--- src/rtl/per_spi_if.sv ---
// Data-bus slave port of the SPI peripheral: address, write data, strobes and registered read data.
interface per_spi_if;
   logic [15:0] addr_i;
   logic [31:0] wdata_i;
   logic [31:0] rdata_o;
   logic [1:0]  size_i;
   logic        rd_i;
   logic        wr_i;

   modport master (
      output addr_i, wdata_i, size_i, rd_i, wr_i,
      input  rdata_o
   );

   modport slave (
      input  addr_i, wdata_i, size_i, rd_i, wr_i,
      output rdata_o
   );
endinterface

--- src/rtl/per_spi.sv ---
// Memory-mapped SPI master, mode 0, MSB first, 8-bit full duplex with programmable divider.
module per_spi (
   input  logic     clk_i,
   input  logic     reset_i,
   per_spi_if.slave bus,
   output logic     spi_sck_o,
   output logic     spi_mosi_o,
   input  logic     spi_miso_i,
   output logic     spi_cs_o
);

   typedef enum logic {
      IDLE,
      XFER
   } state_t;

   state_t state, state_n;

   logic [1:0] sel;
   logic       data_wr, data_rd, ctrl_wr;
   logic       start, hp_end, finish, busy;

   logic [7:0] div, div_lat, cnt;
   logic [3:0] hp;
   logic [7:0] tx, rx, rx_data;
   logic       cs, sck, done;

   logic       unused_bits;

   assign sel     = bus.addr_i[3:2];
   assign data_wr = bus.wr_i && (sel == 2'd0);
   assign data_rd = bus.rd_i && (sel == 2'd0);
   assign ctrl_wr = bus.wr_i && (sel == 2'd2);

   assign unused_bits = ^{bus.addr_i[15:4], bus.addr_i[1:0], bus.wdata_i[31:9], bus.size_i};

   always_ff @(posedge clk_i or posedge reset_i) begin
      if (reset_i) state <= IDLE;
      else         state <= state_n;
   end

   // A half-period ends when the cycle counter reaches the divider latched at start.
   always_comb begin
      state_n = state;
      start   = 1'b0;
      hp_end  = 1'b0;
      finish  = 1'b0;
      busy    = 1'b0;
      case (state)
         IDLE: begin
            if (data_wr) begin
               start   = 1'b1;
               state_n = XFER;
            end
         end
         XFER: begin
            busy = 1'b1;
            if (cnt == div_lat) begin
               hp_end = 1'b1;
               if (hp == 4'd15) begin
                  finish  = 1'b1;
                  state_n = IDLE;
               end
            end
         end
         default: state_n = IDLE;
      endcase
   end

   always_ff @(posedge clk_i or posedge reset_i) begin
      if (reset_i) begin
         div_lat <= 8'h07;
         cnt     <= '0;
         hp      <= '0;
         tx      <= '0;
         rx      <= '0;
         rx_data <= '0;
         sck     <= 1'b0;
      end else if (start) begin
         tx      <= bus.wdata_i[7:0];
         div_lat <= div;
         cnt     <= '0;
         hp      <= '0;
      end else if (busy) begin
         if (hp_end) begin
            cnt <= '0;
            hp  <= hp + 4'd1;
            if (!hp[0]) begin
               sck <= 1'b1;
               rx  <= {rx[6:0], spi_miso_i};
            end else begin
               sck <= 1'b0;
               if (!finish) tx <= {tx[6:0], 1'b0};
            end
            if (finish) rx_data <= rx;
         end else begin
            cnt <= cnt + 8'd1;
         end
      end
   end

   always_ff @(posedge clk_i or posedge reset_i) begin
      if (reset_i) begin
         div <= 8'h07;
         cs  <= 1'b1;
      end else if (ctrl_wr) begin
         div <= bus.wdata_i[7:0];
         cs  <= bus.wdata_i[8];
      end
   end

   // Completion wins over a clearing DATA access in the same cycle.
   always_ff @(posedge clk_i or posedge reset_i) begin
      if (reset_i)                done <= 1'b0;
      else if (finish)            done <= 1'b1;
      else if (data_rd || start)  done <= 1'b0;
   end

   always_ff @(posedge clk_i or posedge reset_i) begin
      if (reset_i) begin
         bus.rdata_o <= '0;
      end else if (bus.rd_i) begin
         case (sel)
            2'd0:    bus.rdata_o <= {24'd0, rx_data};
            2'd1:    bus.rdata_o <= {30'd0, done, busy};
            2'd2:    bus.rdata_o <= {23'd0, cs, div};
            default: bus.rdata_o <= '0;
         endcase
      end
   end

   assign spi_sck_o  = sck;
   assign spi_mosi_o = (state == XFER) && tx[7];
   assign spi_cs_o   = cs;

endmodule

--- src/flat_wrapper.sv ---
// flat-port wrapper written by rule: the top's interface ports become plain ports
module per_spi_flat 
  (clk_i, reset_i, spi_sck_o, spi_mosi_o, spi_miso_i, spi_cs_o, bus_addr_i, bus_wdata_i, bus_size_i, bus_rd_i, bus_wr_i, bus_rdata_o);
  per_spi_if bus_i ();
  input  logic clk_i;
  input  logic reset_i;
  output logic spi_sck_o;
  output logic spi_mosi_o;
  input  logic spi_miso_i;
  output logic spi_cs_o;
  input wire logic [$bits(bus_i.addr_i)-1:0] bus_addr_i;
  input wire logic [$bits(bus_i.wdata_i)-1:0] bus_wdata_i;
  input wire logic [$bits(bus_i.size_i)-1:0] bus_size_i;
  input wire logic [$bits(bus_i.rd_i)-1:0] bus_rd_i;
  input wire logic [$bits(bus_i.wr_i)-1:0] bus_wr_i;
  output wire logic [$bits(bus_i.rdata_o)-1:0] bus_rdata_o;
  assign bus_i.addr_i = bus_addr_i;
  assign bus_i.wdata_i = bus_wdata_i;
  assign bus_i.size_i = bus_size_i;
  assign bus_i.rd_i = bus_rd_i;
  assign bus_i.wr_i = bus_wr_i;
  assign bus_rdata_o = bus_i.rdata_o;
  per_spi u_core (.clk_i(clk_i), .reset_i(reset_i), .bus(bus_i), .spi_sck_o(spi_sck_o), .spi_mosi_o(spi_mosi_o), .spi_miso_i(spi_miso_i), .spi_cs_o(spi_cs_o));
endmodule
--- config.mk ---
export PLATFORM = sky130hd
export DESIGN_NAME = per_spi_flat
export DESIGN_NICKNAME = d
export VERILOG_FILES = /design/src/rtl/per_spi_if.sv /design/src/rtl/per_spi.sv /design/src/flat_wrapper.sv
export SDC_FILE = /design/constraint.sdc
export NUM_CORES = 1
export LEC_CHECK = 0
export CORE_MARGIN = 5
export CORE_UTILIZATION = 30
export CTS_CLUSTER_DIAMETER = 200
export CTS_CLUSTER_SIZE = 10
export DETAILED_ROUTE_END_ITERATION = 10
export SKIP_CTS_REPAIR_TIMING = 1
export SLEW_MARGIN = 20
export SYNTH_ARGS = -nofsm -noshare
export SYNTH_HDL_FRONTEND = slang
export SYNTH_SLANG_ARGS = --single-unit
--- constraint.sdc ---
create_clock -name clk_i -period 2.2 [get_ports clk_i]
set_input_delay 0.33 -clock clk_i [delete_from_list [all_inputs] [get_ports clk_i]]
set_output_delay 0.33 -clock clk_i [all_outputs]
set_load 0.005 [all_outputs]
==> results.py <==
metrics = {
    "detailed_routing": {
        "vias": 2324,
        "wl_per_cell_um": 15.4,
        "routed_wl_um": 7510,
        "route.met2.wl_um": 3320,
        "wl_met3_um": 492,
        "viasPerCell": 4.75,
        "top_layer": "met4",
        "dr.pass1.iters": 4,
        "wl_met1_um": 3580,
        "drtAntennaViolNets": 0,
        "route.detailed.drc": 0,
        "drt_iter0_markers": 132,
    },
    "timing": {
        "post-route-period-util": 0.935,
        "timing.fmax_mhz": 486,
        "timing.hold.ws_ns": 0.358,
        "relSlewSlack": 0.633,
        "hold_viol": 0,
        "rsz0062_at_grt": "no",
        "drv_slew": 0,
        "worstMarginPinSlew_ns": 0.549,
        "fin_skew_ns": 0.00777,
        "setup_viol": 0,
        "tns_ns": 0,
        "period_minus_slack_ns": 2.06,
    },
    "worst_setup_path": {
        "cp.required_ns": 2.42,
        "path_cells": "xnor2_2 -> nand4_4 -> or4_4 -> mux2_4",
        "cp_slowest_stage_delay_ns": 0.67,
        "cp_data_arrival_time_ns": 2.28,
        "cp_slowest_cell": "or4_4",
        "timing_worst_setup_path_type": "reg -> reg",
        "critPathMaxFanout": 8,
        "r2r-end": "u_core.rx[5]$_DFFE_PP0P_",
        "crit_buf_inv": 0,
        "r2r_setup_slack_ns": 0.14,
        "worstSetupEndpointType": "flip-flop",
        "critical-path-top-delay-family": "simple AND/OR/NAND/NOR gates",
        "reg2reg_from": "u_core.div_lat[0]$_DFFE_PP1N_",
        "rr_worst_depth": 4,
        "start_kind": "flip-flop",
    },
    "placement": {
        "numPortBuffers": 27,
        "dp_hpwl_um": 5590,
        "gp_congestion": 0.810,
        "placed_cell_area_sq_um": 3760,
    },
    "grt": {
        "grt_max_degree": 24,
        "grt_overflow": 0,
        "antenna_found_initial": 0,
        "grt_pass1_vias": 2408,
        "grt_usage": 0.123,
        "grt_pass1_wl_um": 12500,
    },
    "power_and_ir_drop": {
        "p_per_area_nw_per_um2": 1070,
        "peakVddDrop_mv": 0.367,
        "p_leak_nw": 1.77,
        "power_mw": 4.24,
    },
    "clock_tree": {
        "cts.clk_slew.worst_paths_ns": 0.07,
        "cts_tree": "built",
        "cts_made_buffers": 9,
        "numClockSinks": 65,
        "clockBufferDepth": 2,
        "clock_latency_ns": 0.34,
        "h-tree-depth": 3,
        "root_buffer": "clkbuf_8",
    },
    "cells_and_area": {
        "multi_input_area_sq_um": 1450,
        "finish.instance_area_sq_um": 3970,
        "nFillCells": 1066,
        "final_cell_mix": "dfrtp_1 (58), nand2_1 (37), clkdlybuf4s50_1 (27)",
        "diodes": 0,
        "drive_gt1_frac": 0.223,
        "syn_to_final_growth_pct": 21.2,
        "fin_nets": 401,
        "register_area_sq_um": 1640,
        "layout_commonest_cell": "dfrtp_1",
    },
    "job": {
        "maxCapViolations": 0,
    },
    "floorplan": {
        "pin_count": 90,
        "fp.dieArea_sq_um": 13100,
        "fp.dieW_um": 114,
        "floorplan.initialDensity": 0.305,
        "design.core.area_sq_um": 10700,
        "die_h_um": 114,
        "rows": 38,
    },
    "yosys": {
        "synth_seq_cells": 65,
        "synthesis.area_sq_um": 3270,
        "syn_inst": 301,
        "synthDistinctLibCells": 43,
        "ys_seq_area_frac": 0.499,
        "yosysWarnings": 0,
        "avgSynthCellArea_sq_um": 10.9,
    },
    "run_status": {
        "status": "completed",
    },
    "hold_path": {
        "hp-class": "in -> async",
    },
}
==> cell type report <==
cell class,count,share of cell area
clock inverter,2,0.00883
timing repair buffer,48,0.117
clock buffer,14,0.0435
sequential,65,0.412
inverter,9,0.00851
multi-input combinational,211,0.365
tap,140,0.0442
==> cells in the mapped netlist, drive strengths merged <==
cell type,number,share of area
or3,1,0.0019
ha,2,0.0076
conb,1,0.0011
mux2,25,0.093
nand4,4,0.012
a21oi,15,0.023
xnor2,8,0.031
clkbuf,12,0.014
or4,2,0.0057
o21a,1,0.0023
o21ba,1,0.0031
and2,2,0.0038
nor4,3,0.010
o2111ai,2,0.0054
xor2,3,0.0080
o22ai,6,0.011
a31o,1,0.0027
mux2i,10,0.031
buf,26,0.059
nand2b,4,0.0076
nor2b,2,0.0038
nand2,37,0.042
nor3,1,0.0015
and4,1,0.0027
nand3,4,0.0061
a41oi,7,0.019
nor3b,1,0.0038
o31ai,5,0.011
dfstp,7,0.056
o21ai,7,0.011
dfrtp,58,0.44
o41ai,8,0.021
nor2,17,0.019
and3,8,0.015
inv,9,0.010
==> cell families after synthesis <==
| family | after synthesis | share of synthesized area |
|---|---|---|
| AND/OR/NAND/NOR | 87 | 0.137 |
| flip-flops | 65 | 0.499 |
| AO/OA/AOI/OAI | 53 | 0.110 |
| buffers and inverters | 47 | 0.0829 |
| multiplexers | 35 | 0.123 |
| XOR/XNOR | 11 | 0.0386 |
| adder cells (fa/ha/maj) | 2 | 0.00764 |
| other | 1 | 0.00115 |
==> metal layers <==
| layer | vias up | global-route usage |
|---|---|---|
| met3 | 11 | 0.0344 |
| met4 | 0 | 0.0499 |
| met2 | 75 | 0.184 |
| met1 | 1129 | 0.167 |
| li1 | 1109 | - |
| met5 | - | 0 |
==> through the flow <==
stage | utilization | setup slack (ns) | std cells
global route | 0.369 | 0.0764 | 489
floorplan | - | 0.255 | 323
CTS | 0.369 | 0.140 | 489
finish | 0.369 | 0.144 | 489
global placement | 0.350 | 0.0835 | 473
detailed placement | 0.350 | 0.0866 | 473
==> state kept, by name, summed over array words and instances, names as in the netlist <==
| name | flops |
|---|---|
| u_core.bus.rdata_o | 9 |
| u_core.cnt | 8 |
| u_core.div | 8 |
| u_core.div_lat | 8 |
| u_core.done | 1 |
| u_core.hp | 4 |
| u_core.rx | 8 |
| u_core.rx_data | 8 |
| u_core.spi_cs_o | 1 |
| u_core.spi_sck_o | 1 |
| u_core.state | 1 |
| u_core.tx | 8 |
==> worst register-to-register path: stages (launching register included) <==
cell and delay, ns:
dfstp_2 0.57, xnor2_2 0.15, nand4_4 0.22, or4_4 0.67
mux2_4 0.34
==> power by group <==
group	switching (mW)	leakage, nW	total, mW	internal (mW)
Combinational	0.763	0.849	1.42	0.653
Clock	0.452	0.107	1.07	0.616
Sequential	0.254	0.818	1.76	1.50
==> how the worst max path moves through the flow <==
stage / from / end / slack, ns / cells after the start
final: u_core.div_lat[0]$_DFFE_PP1N_ / u_core.rx[5]$_DFFE_PP0P_ / 0.14 / 4
after global routing: u_core.div_lat[0]$_DFFE_PP1N_ / u_core.cnt[7]$_DFFE_PP0P_ / 0.08 / 6
after CTS: u_core.div_lat[0]$_DFFE_PP1N_ / u_core.rx[3]$_DFFE_PP0P_ / 0.14 / 4
after detailed placement: bus_addr_i[3] / u_core.cnt[6]$_DFFE_PP0P_ / 0.09 / 6
after global placement: bus_addr_i[3] / u_core.cnt[6]$_DFFE_PP0P_ / 0.08 / 6
after floorplan: reset_i / u_core.bus.rdata_o[0]$_DFFE_PP0P_ / 0.26 / 1
No activity file was read; power rests on OpenSTA's default activity.
